File: config.mk
export PLATFORM = sky130hd
export DESIGN_NAME = pipeline_ctrl
export DESIGN_NICKNAME = d
export VERILOG_FILES = /design/src/rtl/pipeline_ctrl.sv
export SDC_FILE = /design/constraint.sdc
export NUM_CORES = 1
export LEC_CHECK = 0
export CAP_MARGIN = 10
export CORE_UTILIZATION = 45
export CTS_CLUSTER_DIAMETER = 150
export CTS_CLUSTER_SIZE = 24
export DETAILED_ROUTE_END_ITERATION = 6
export PLACE_DENSITY = 0.91
export SLEW_MARGIN = 20
export SYNTH_ARGS = -nofsm -noshare
export SYNTH_HDL_FRONTEND = slang
export SYNTH_SLANG_ARGS = --single-unit
File: constraint.sdc
create_clock -name clk -period 1.8 [get_ports clk]
set_input_delay 0.36 -clock clk [delete_from_list [all_inputs] [get_ports clk]]
set_output_delay 0.36 -clock clk [all_outputs]
set_load 0.01 [all_outputs]
File: src/rtl/pipeline_ctrl.sv
// pipeline_ctrl: carries the decoder control word through ID/EX, EX/MEM and
// MEM/WB. It also detects load-use hazards, inserts bubbles on stall or
// flush, and produces the EX-stage operand forwarding selects.
module pipeline_ctrl (
  input  logic       clk,
  input  logic       rst,
  input  logic [8:0] id_ctrl,
  input  logic       id_valid,
  input  logic [4:0] id_rs,
  input  logic [4:0] id_rt,
  input  logic [4:0] id_rd,
  input  logic       ex_flush,
  output logic       stall,
  output logic       ex_valid,
  output logic       ex_alu_src,
  output logic       ex_branch,
  output logic [1:0] ex_alu_op,
  output logic [4:0] ex_dest,
  output logic       mem_read,
  output logic       mem_write,
  output logic       mem_reg_write,
  output logic       mem_mem_to_reg,
  output logic [4:0] mem_dest,
  output logic       wb_reg_write,
  output logic       wb_mem_to_reg,
  output logic [4:0] wb_dest,
  output logic [1:0] fwd_a,
  output logic [1:0] fwd_b
);

  localparam logic [1:0] FWD_RF  = 2'b00;
  localparam logic [1:0] FWD_MEM = 2'b10;
  localparam logic [1:0] FWD_WB  = 2'b01;

  typedef struct packed {
    logic       valid;
    logic       alu_src;
    logic       mem_to_reg;
    logic       reg_write;
    logic       mem_read;
    logic       mem_write;
    logic       branch;
    logic [1:0] alu_op;
    logic [4:0] dest;
    logic [4:0] rs;
    logic [4:0] rt;
  } idex_t;

  typedef struct packed {
    logic       mem_read;
    logic       mem_write;
    logic       reg_write;
    logic       mem_to_reg;
    logic [4:0] dest;
  } exmem_t;

  typedef struct packed {
    logic       reg_write;
    logic       mem_to_reg;
    logic [4:0] dest;
  } memwb_t;

  idex_t  ex_q,  ex_d;
  exmem_t mem_q, mem_d;
  memwb_t wb_q,  wb_d;

  // Decoded fields of the ID word. RegDst and MemtoReg are don't-care unless
  // the instruction writes a register, and stores never use rd, so those bits
  // are masked here before they can reach a stage register.
  logic       id_reg_write;
  logic       id_mem_write;
  logic       id_reg_dst;
  logic       id_mem_to_reg;
  logic       id_uses_rt;
  logic       hazard;

  assign id_reg_write  = id_ctrl[5];
  assign id_mem_write  = id_ctrl[3];
  assign id_reg_dst    = id_ctrl[8] & id_reg_write & ~id_mem_write;
  assign id_mem_to_reg = id_ctrl[6] & id_reg_write;
  assign id_uses_rt    = ~id_ctrl[7] | id_mem_write;

  // Load-use hazard: the load in EX writes a register the ID instruction reads.
  // A taken branch overrides it because the ID instruction is wrong-path.
  always_comb begin
    hazard = ex_q.mem_read && (ex_q.dest != 5'd0) && id_valid &&
             ((ex_q.dest == id_rs) || ((ex_q.dest == id_rt) && id_uses_rt));
    stall  = hazard & ~ex_flush;
  end

  // ID/EX next state: capture the sanitised word, or a bubble on flush/stall/invalid.
  always_comb begin
    // NOTE: every always_comb output gets a default first so no path can infer a latch.
    ex_d = '0;
    if (!ex_flush && !stall && id_valid) begin
      ex_d.valid      = 1'b1;
      ex_d.alu_src    = id_ctrl[7];
      ex_d.mem_to_reg = id_mem_to_reg;
      ex_d.reg_write  = id_reg_write;
      ex_d.mem_read   = id_ctrl[4];
      ex_d.mem_write  = id_mem_write;
      ex_d.branch     = id_ctrl[2];
      ex_d.alu_op     = id_ctrl[1:0];
      ex_d.dest       = id_reg_dst ? id_rd : id_rt;
      ex_d.rs         = id_rs;
      ex_d.rt         = id_rt;
    end
  end

  // EX/MEM and MEM/WB simply advance; there is no back-pressure downstream.
  always_comb begin
    mem_d.mem_read   = ex_q.mem_read;
    mem_d.mem_write  = ex_q.mem_write;
    mem_d.reg_write  = ex_q.reg_write;
    mem_d.mem_to_reg = ex_q.mem_to_reg;
    mem_d.dest       = ex_q.dest;
    wb_d.reg_write   = mem_q.reg_write;
    wb_d.mem_to_reg  = mem_q.mem_to_reg;
    wb_d.dest        = mem_q.dest;
  end

  // Stage registers with synchronous reset; reset drops anything in flight.
  always_ff @(posedge clk) begin
    // NOTE: sequential state uses non-blocking assignments so all stages
    // shift on the same edge regardless of statement order.
    if (rst) begin
      ex_q  <= '0;
      mem_q <= '0;
      wb_q  <= '0;
    end else begin
      ex_q  <= ex_d;
      mem_q <= mem_d;
      wb_q  <= wb_d;
    end
  end

  // Forwarding select for one EX source register; EX/MEM beats MEM/WB and $0 never forwards.
  function automatic logic [1:0] fwd_sel(input logic [4:0] src,
                                         input logic       valid,
                                         input exmem_t     m,
                                         input memwb_t     w);
    logic [1:0] sel;
    sel = FWD_RF;
    if (valid) begin
      if (m.reg_write && (m.dest != 5'd0) && (m.dest == src))
        sel = FWD_MEM;
      else if (w.reg_write && (w.dest != 5'd0) && (w.dest == src))
        sel = FWD_WB;
    end
    return sel;
  endfunction

  // Operand forwarding selects for the instruction currently in EX.
  always_comb begin
    fwd_a = fwd_sel(ex_q.rs, ex_q.valid, mem_q, wb_q);
    fwd_b = fwd_sel(ex_q.rt, ex_q.valid, mem_q, wb_q);
  end

  assign ex_valid       = ex_q.valid;
  assign ex_alu_src     = ex_q.alu_src;
  assign ex_branch      = ex_q.branch;
  assign ex_alu_op      = ex_q.alu_op;
  assign ex_dest        = ex_q.dest;
  assign mem_read       = mem_q.mem_read;
  assign mem_write      = mem_q.mem_write;
  assign mem_reg_write  = mem_q.reg_write;
  assign mem_mem_to_reg = mem_q.mem_to_reg;
  assign mem_dest       = mem_q.dest;
  assign wb_reg_write   = wb_q.reg_write;
  assign wb_mem_to_reg  = wb_q.mem_to_reg;
  assign wb_dest        = wb_q.dest;

endmodule
==> results of run 1 <==
==> worst max-delay path by stage <==
stage                    start       end  slack (ps)  cells after the start
floorplan           wb_dest[2]  fwd_a[0]         -20                      4
global placement    wb_dest[4]  fwd_b[0]        -580                      5
detailed placement  wb_dest[4]  fwd_a[0]        -670                      5
CTS                 wb_dest[3]  fwd_a[0]        -480                      5
global route        wb_dest[3]  fwd_a[0]        -520                      5
finish              wb_dest[3]  fwd_a[0]        -470                      5
==> report_power, final <==
part,switching (mW),total [mW],internal [mW]
Clock,0.307,1.00,0.693
Sequential,0.0149,0.917,0.902
Combinational,0.110,0.258,0.149
Total,0.432,2.18,1.74
==> per-stage QoR <==
step	cells	total power [mW]	utilization, %	instance area [µm²]	worst slack [ps]
6_report	315	2.18	76.7	2850	-467
5_1_grt	315	2.25	76.7	2850	-517
4_1_cts	314	2.19	76.4	2840	-475
3_5_place_dp	300	1.18	70.0	2600	-666
3_3_place_gp	300	1.17	70.0	2600	-582
2_1_floorplan	173	1.04	-	1780	-19.8
==> metal layers <==
layer / vias to the layer above / routed length (µm) / GRT usage (%)
met3: 5 / 172 / 5.46
met1: 726 / 1790 / 26.1
met2: 56 / 2620 / 46.6
met4: 0 / 56 / 8.89
met5: - / 0 / 0
li1: 776 / - / -
==> area by class of cell <==
| cell class | count | share of cell area, % |
|---|---|---|
| clock buffers | 5 | 2.41 |
| clock inverters | 3 | 3.16 |
| inverters | 6 | 0.790 |
| multi-input cells | 112 | 31.9 |
| flip-flops and latches | 40 | 28.7 |
| well taps | 48 | 2.11 |
| repair buffers | 101 | 30.9 |
==> cells in the mapped netlist (2+ instances only) <==
master	count	area share (%)
or4_1	4	1.7
xnor2_1	16	8.0
a211oi_2	8	5.7
nor4_1	2	0.71
nand2_1	3	0.64
dfxtp_1	40	46
nor4_2	2	1.4
inv_1	6	1.3
xor2_1	14	7.0
clkbuf_1	3	0.64
nor2b_1	16	5.7
mux2i_1	5	2.8
and2_1	2	0.71
a21oi_1	12	3.4
buf_2	3	0.85
nand3_1	15	4.3
a211oi_1	4	1.7
buf_4	7	3.0
==> cell families (layout without fill, tap and decap cells) <==
| kind of cell | count (synthesis) | after routing | synth area share [%] |
|---|---|---|---|
| XOR/XNOR | 30 | 30 | 15.0 |
| flip-flops | 40 | 40 | 45.6 |
| multiplexers | 5 | 5 | 2.85 |
| buffers and inverters | 21 | 115 | 6.62 |
| AO/OA/AOI/OAI | 29 | 29 | 13.4 |
| AND/OR/NAND/NOR | 48 | 48 | 16.6 |
==> critical path, cell delays in order, from the launching register on <==
cell     delay [ps]
dfxtp_2         330
buf_6           120
xor2_1          150
or4_4           550
nor4_4          290
buf_2           180
==> what timing repair did <==
action                                 4_1_cts  5_1_grt
setup endpoints to repair                    5        6
buffers inserted                             6        1
gates resized for setup                     36        2
endpoints found under the hold margin        0        0
pin swaps                                    8        1
==> flow_metrics.env, run 1 <==
export IMPL_yosysWarnings=0
export IMPL_ys_ff_latch=40
export IMPL_min_path_type="reg2reg"
export IMPL_firstDrtPassIters=4
export IMPL_clk_latency_ps=290
export IMPL_worst_pin_slew_ps=376
export IMPL_rows=22
export IMPL_clk_pin_slew_worst_paths_ps=80
export IMPL_top_register="ex_q"
export IMPL_maxSlewViolCount=0
export IMPL_synth_edff_count=0
export IMPL_dr_total_vias=1563
export IMPL_wirelength_mm=4.64
export IMPL_outcome="finished, violations left"
export IMPL_drive_gt1_share_pct=31.5
export IMPL_setup_tns_ps=-1780
export IMPL_overflow=0
export IMPL_fin_worst_skew_ps=4.61
export IMPL_p_leak_nw=1.24
export IMPL_setup_viol=5
export IMPL_avgViaCountPerCell=4.96
export IMPL_clk_path_buf_depth=2
export IMPL_fin_crit_sh_pct=126
export IMPL_drcViolationCount=0
export IMPL_slew_headroom_pct=74.8
export IMPL_grt_pass1_wl_mm=7.54
export IMPL_fp_dieW_um=64.5
export IMPL_layout_commonest_cell="clkdlybuf4s50_1"
export IMPL_yosysSeqAreaShare_pct=45.6
export IMPL_grt_max_degree=25
export IMPL_grt_usage_pct=24.5
export IMPL_arrival_ps=1910
export IMPL_violations="setup timing"
export IMPL_synth_ff_type="dfxtp_1"
export IMPL_required_ps=1440
export IMPL_initial_core_util_pct=47.3
export IMPL_synthesis_instances=173
export IMPL_hold_viol=0
export IMPL_seq_area_um2=818
export IMPL_path_class="reg2out"
export IMPL_wl_per_cell_um=14.7
export IMPL_nFillCells=240
export IMPL_r2r_start="ex_dest[0]"
export IMPL_antenna_found_initial=0
export IMPL_worst_slack_ps=-467
export IMPL_mostFrequentLayoutCells="clkdlybuf4s50_1 (53), buf_4 (42), dfxtp_1 (30), xnor2_1 (16), nor2b_1 (16)"
export IMPL_grt_pass1_vias=1600
export IMPL_crit_fanout=3
export IMPL_cts_root_buffer="clkbuf_8"
export IMPL_avgSynthCellArea_um2=10.2
export IMPL_crit_path_end_kind="output port"
export IMPL_period_minus_slack_ps=2270
export IMPL_clock_sinks=40
export IMPL_power_density_nw_per_um2=763
export IMPL_gp_congestion=0.841
export IMPL_coreArea_um2=3720
export IMPL_synth_cell_types=29
export IMPL_h_tree_depth=2
export IMPL_peakVddDrop_v=0.000699
export IMPL_async_flop_share_pct=0
export IMPL_rrSetupSlack_ps=170
export IMPL_r2r_end="ex_dest[4]"
export IMPL_diodes=0
export IMPL_rsz0062_at_grt="true"
export IMPL_largest_register_ffs=14
export IMPL_syn_num_nets=201
export IMPL_worstHoldStart="ex_q[21]"
export IMPL_max_freq_mhz=441
export IMPL_synth_area_um2=1760
export IMPL_num_io_pins=59
export IMPL_hold_depth=1
export IMPL_fp_dieH_um=64.5
export IMPL_holdPathEnd="mem_mem_to_reg"
export IMPL_nets=294
export IMPL_drtIter0Drc=51
export IMPL_numCtsBuffers=5
export IMPL_fin_hold_ws_ps=440
export IMPL_cts_tree="built"
export IMPL_drtAntennaViolNets=0
export IMPL_maxCapViolCount=0
export IMPL_r2r_cells=4
export IMPL_multiInputGateArea_um2=908
export IMPL_dieArea_um2=4160
export IMPL_hpwl_mm=3.39
export IMPL_io_buffers=58
export IMPL_areaGrowthSynthToFinish_pct=62.3
export IMPL_ctsHoldBuffers=0
export IMPL_worst_setup_path_start_kind="flop"
No activity file was read; power rests on OpenSTA's default activity.
==> run 2, diff against run 1 <==
Settings changed: CAP_MARGIN 10 to 20.
==> results of run 2 <==
Final layout, timing and power as in run 1 (identical DEF).
==> run 3, diff against run 2 <==
Settings changed: CAP_MARGIN 20 to 25, CORE_UTILIZATION 45 to 60, DONT_BUFFER_PORTS from default to 1, PLACE_DENSITY 0.91 to 0.88.
Clock period 1.8 ns to 2.48 ns, I/O delays scaled along.
==> run 3 against run 2 <==
  * Critical path type unchanged
  * Combinational power shrank 72%
  * Utilization shrank 10 points
  * Global-route usage shrank 1.6 points
  * The run now ends clean
  * Sequential share of layout area grew 15 points
  * Clock power shrank 58%
  * Highest routed layer unchanged
  * Power shrank 46%
  * First-iteration DRC count shrank 35%
  * Register-to-register slack gained 640 ps
==> flow_metrics.env, run 3 (same netlist as run 1, synthesis figures left out) <==
export IMPL_worst_setup_path_start_kind="flop"
export IMPL_post_cts_buffers=0
export IMPL_fp_dieW_um=56.1
export IMPL_cts_root_buffer="clkbuf_4"
export IMPL_nets=195
export IMPL_clk_path_buf_depth=2
export IMPL_worst_pin_slew_ps=597
export IMPL_grt_pass1_wl_mm=5.39
export IMPL_outcome="complete, no violations"
export IMPL_mostFrequentLayoutCells="dfxtp_1 (33), xnor2_1 (16), nor2b_1 (16), nand3_1 (15), xor2_1 (14)"
export IMPL_initial_core_util_pct=63.7
export IMPL_slew_headroom_pct=59.9
export IMPL_dr_total_vias=1175
export IMPL_rows=19
export IMPL_worstHoldStart="rst"
export IMPL_clock_sinks=40
export IMPL_placement_cell_area_um2=1720
export IMPL_coreArea_um2=2760
export IMPL_holdPathEnd="mem_dest[1]"
export IMPL_gp_congestion=0.923
export IMPL_drtIter0Drc=33
export IMPL_diodes=0
export IMPL_drive_gt1_share_pct=17.9
export IMPL_maxCapViolCount=0
export IMPL_post_route_util_pct=66.7
export IMPL_clk_latency_ps=360
export IMPL_areaGrowthSynthToFinish_pct=4.63
export IMPL_period_minus_slack_ps=2430
export IMPL_drtAntennaViolNets=0
export IMPL_ctsHoldBuffers=0
export IMPL_grt_usage_pct=22.9
export IMPL_rrSetupSlack_ps=810
export IMPL_instances_no_fill=199
export IMPL_hpwl_mm=2.60
export IMPL_max_freq_mhz=411
export IMPL_power_density_nw_per_um2=637
export IMPL_nFillCells=213
export IMPL_largest_register_ffs=14
export IMPL_num_io_pins=59
export IMPL_h_tree_depth=2
export IMPL_clk_pin_slew_worst_paths_ps=120
export IMPL_firstDrtPassIters=4
export IMPL_grt_pass1_vias=1153
export IMPL_peakVddDrop_v=0.000483
export IMPL_finalPower_mw=1.17
export IMPL_wirelength_mm=3.42
export IMPL_overflow=0
export IMPL_fp_dieH_um=56.1
export IMPL_maxSlewViolCount=0
export IMPL_setup_viol=0
export IMPL_top_register="ex_q"
export IMPL_design_area_um2=1840
export IMPL_r2r_end="ex_dest[4]"
export IMPL_min_path_type="in2reg"
export IMPL_r2r_start="ex_dest[3]"
export IMPL_hold_depth=1
export IMPL_antenna_found_initial=0
export IMPL_cts_tree="built"
export IMPL_hold_viol=0
export IMPL_crit_path_end_kind="output port"
export IMPL_fin_crit_sh_pct=98.2
export IMPL_dieArea_um2=3150
export IMPL_p_leak_nw=0.762
export IMPL_numCtsBuffers=5
export IMPL_wl_per_cell_um=17.2
export IMPL_path_class="reg2out"
export IMPL_arrival_ps=1940
export IMPL_fin_worst_skew_ps=7.38
export IMPL_grt_max_degree=26
export IMPL_dp_cells=191
export IMPL_rsz0062_at_grt="true"
export IMPL_seq_area_um2=812
export IMPL_io_buffers=0
export IMPL_crit_fanout=5
export IMPL_drcViolationCount=0
export IMPL_required_ps=1980
export IMPL_avgViaCountPerCell=5.90
export IMPL_r2r_cells=5
export IMPL_layout_commonest_cell="dfxtp_1"
export IMPL_multiInputGateArea_um2=870
-- run 3: cell types whose count changed in the layout (fill, tap and decap cells not counted), moves of 2 or more --
cell             previous run  this run
or4_1                       1         4
buf_2                       5         0
dfxtp_2                     8         6
buf_4                      42         2
nor4_4                      4         2
clkbuf_4                    0         5
or4_4                       3         0
clkdlybuf4s50_1            53         0
clkbuf_8                    5         0
dfxtp_1                    30        33
bufinv_16                   3         1
-- run 3: what timing repair did --
action                                  4_1_cts  5_1_grt
endpoints found under the setup margin        2        3
pin swaps                                     2        2
gates resized for setup                       5        6
hold endpoints to repair                      0        0
-- run 3: worst max-delay path, stage by stage (launching register included) --
cell,delay [ps]
dfxtp_1,490
or4_1,170
o21ai_1,90
nor4_1,580
and2_1,260
-- run 3: where the power goes --
group / internal [mW] / total, mW / switching (mW)
combinational: 0.0351 / 0.0733 / 0.0383
clock: 0.210 / 0.423 / 0.213
sequential: 0.656 / 0.675 / 0.0188
-- run 3: worst max-delay path by stage --
stage / from / endpoint / depth (start not counted) / slack (ps)
after floorplan: mem_dest[1] / fwd_a[0] / 4 / 510
after global placement: mem_dest[1] / fwd_b[0] / 4 / 450
after detailed placement: mem_dest[1] / fwd_a[0] / 4 / 360
after CTS: mem_dest[2] / fwd_b[1] / 4 / 20
after global routing: mem_dest[4] / fwd_a[1] / 4 / -70
final: mem_dest[3] / fwd_a[1] / 4 / 50
-- run 3: metrics by stage --
stage / setup WS, ps / setup TNS [ps] / hold slack, ps
final: 45.3 / 0 / 183
after global routing: -71.2 / -136 / 158
after detailed placement: 363 / 0 / 424
after CTS: 19.8 / 0 / 174
after floorplan: 509 / 0 / 414
after global placement: 446 / 0 / 421
-- run 3: routing by layer --
layer | GRT usage (%) | vias up | part of all wire (%)
li1 | - | 576 | -
met1 | 26.6 | 534 | 38
met2 | 36.1 | 55 | 51
met3 | 7.67 | 10 | 8.3
met4 | 14.6 | 0 | 2.5
met5 | 0 | - | 0
-- run 3: layout make-up --
cell class | count | area share [%]
sequential | 40 | 44.2
clock inverter | 3 | 2.31
tap | 31 | 2.11
multi-input combinational | 112 | 47.3
inverter | 6 | 1.23
clock buffer | 5 | 2.04
timing repair buffer | 2 | 0.817
==> RTL change: new RTL, config.mk and constraints of run 1 <==
Reset style: asynchronous (`rst`), changed in one clocked block. Comments in the files are not updated.
--- a/src/rtl/pipeline_ctrl.sv
+++ b/src/rtl/pipeline_ctrl.sv
@@ -120,7 +120,7 @@
   end
 
   // Stage registers with synchronous reset; reset drops anything in flight.
-  always_ff @(posedge clk) begin
+  always_ff @(posedge clk or posedge rst) begin
     // NOTE: sequential state uses non-blocking assignments so all stages
     // shift on the same edge regardless of statement order.
     if (rst) begin
Behaviour: differs if rst is asserted again (counterexample within 4 cycles, from zero or initial values and one cycle with rst high); with rst held inactive, the same outputs for 10 cycles.
==> RTL change against run 1 <==
  * The flow still finishes with violations (setup timing)
  * Synthesized area rose by 7.0%
  * Fmax fell by 1.3%
  * Power fell by 5.4%
  * Routed wire length fell by 5.3%
  * Cell area rose by 2.9%
  * Sequential share of layout area rose by 5.4 points
  * Worst setup slack got worse by 29 ps
  * Register-to-register slack got worse by 50 ps
  * Die area rose by 6.8%
  * Sequential cell count did not move
  * Critical path type unchanged
  * Largest cell class is now flip-flops and latches
  * Largest power group is now registers
==> RTL change: results (changes against run 1) <==
Run status
The run finished, with violations left. The checks that failed: setup timing.

Yosys
The count of distinct cell types in the synthesized netlist is 28 (-3.4%). The share of synthesized flip-flops with an asynchronous set or reset came to 100% (+100 points). The portion of netlist area occupied by mux cells is 2.66% (-0.19 points). The average footprint of a synthesized cell is 12.0 sq um (+18%). The number of nets in the synthesized netlist is 185 (-8.0%).

Global route
The via count of the first global-routing pass is 1478 (-7.6%). The met2 routing resource usage after global routing is 36.7% (-9.8 points). The met1 track demand over resource in global routing is 27.1% (+0.93 points). The global-route wire length before repair came to 6980 microns (-7.4%). The combined global-route utilization of all metal layers came to 22.1% (-2.5 points). The maximum number of pins on one net before global-route repair is 41 (+64%). The met3 track demand over resource in global routing is 5.82% (+0.36 points).

Critical path
The highest net fanout along the worst path is 2 (-1). In this run the critical register-to-register path is launched from ex_dest[4]. The endpoint of the worst register-to-register path is ex_q[2].

The count of cells along the worst register-to-register path was 6 (+2).

Drt
The detailed router's first-iteration violation count is 39 (-24%). The post-route met1 wirelength came to 1760 microns (-1.8%). The amount of wire on met2 after detailed routing was 2360 microns (-9.9%).

Timing
The final setup TNS is -2110 ps (-333 ps). The worst hold slack across all endpoints is 353 ps (-87.4 ps). The least setup slack across all paths after layout is -496 ps (-29.3 ps).

The setup clock skew after layout is 9.07 ps (+4.46 ps). The max-slew headroom at the worst pin is 67.0% (-7.9 points). The number of failing setup endpoints in the final timing report is 5 (unchanged).

Worst hold path
The startpoint of the most critical hold path is ex_q[20]. For hold timing, the worst endpoint is mem_reg_write.

Place
The post-placement worst setup slack is -629 ps (+36.8 ps).

Power and ir drop
The share of total power consumed by net switching is 24.3% (+4.5 points). The leakage dissipation is 1.45 nW (+17%). The largest voltage drop on the vdd net was 556 uV (-20%). The part of the total power dissipated in sequential elements is 46.6% (+4.5 points).

Layout
The ratio of cells with drive above 1 in the final layout came to 31.3% (-0.11 points).
## RTL change: worst max path at each step
stage                from  depth (start not counted)  slack, ps  endpoint
3_5_place_dp     id_rs[4]                          6       -630     stall
5_1_grt        wb_dest[2]                          5       -540  fwd_b[0]
3_3_place_gp     id_rs[4]                          6       -590     stall
2_1_floorplan  wb_dest[3]                          3        -10  fwd_b[0]
4_1_cts        wb_dest[3]                          5       -490  fwd_b[0]
6_report       wb_dest[2]                          5       -500  fwd_b[0]
## RTL change: repair_timing
item / in CTS / in global routing
endpoints found under the setup margin: 6 / 9
pin swaps: 9 / 2
gates resized for setup: 32 / 5
setup buffers: 5 / 0
## RTL change: cell type report
class / count / area, sq um
sequential: 40 / 1000
multi-input combinational: 91 / 807
tap: 50 / 62.6
clock inverter: 2 / 35.0
inverter: 13 / 48.8
fill: 283 / 1070
timing repair buffer: 100 / 906
clock buffer: 6 / 72.6
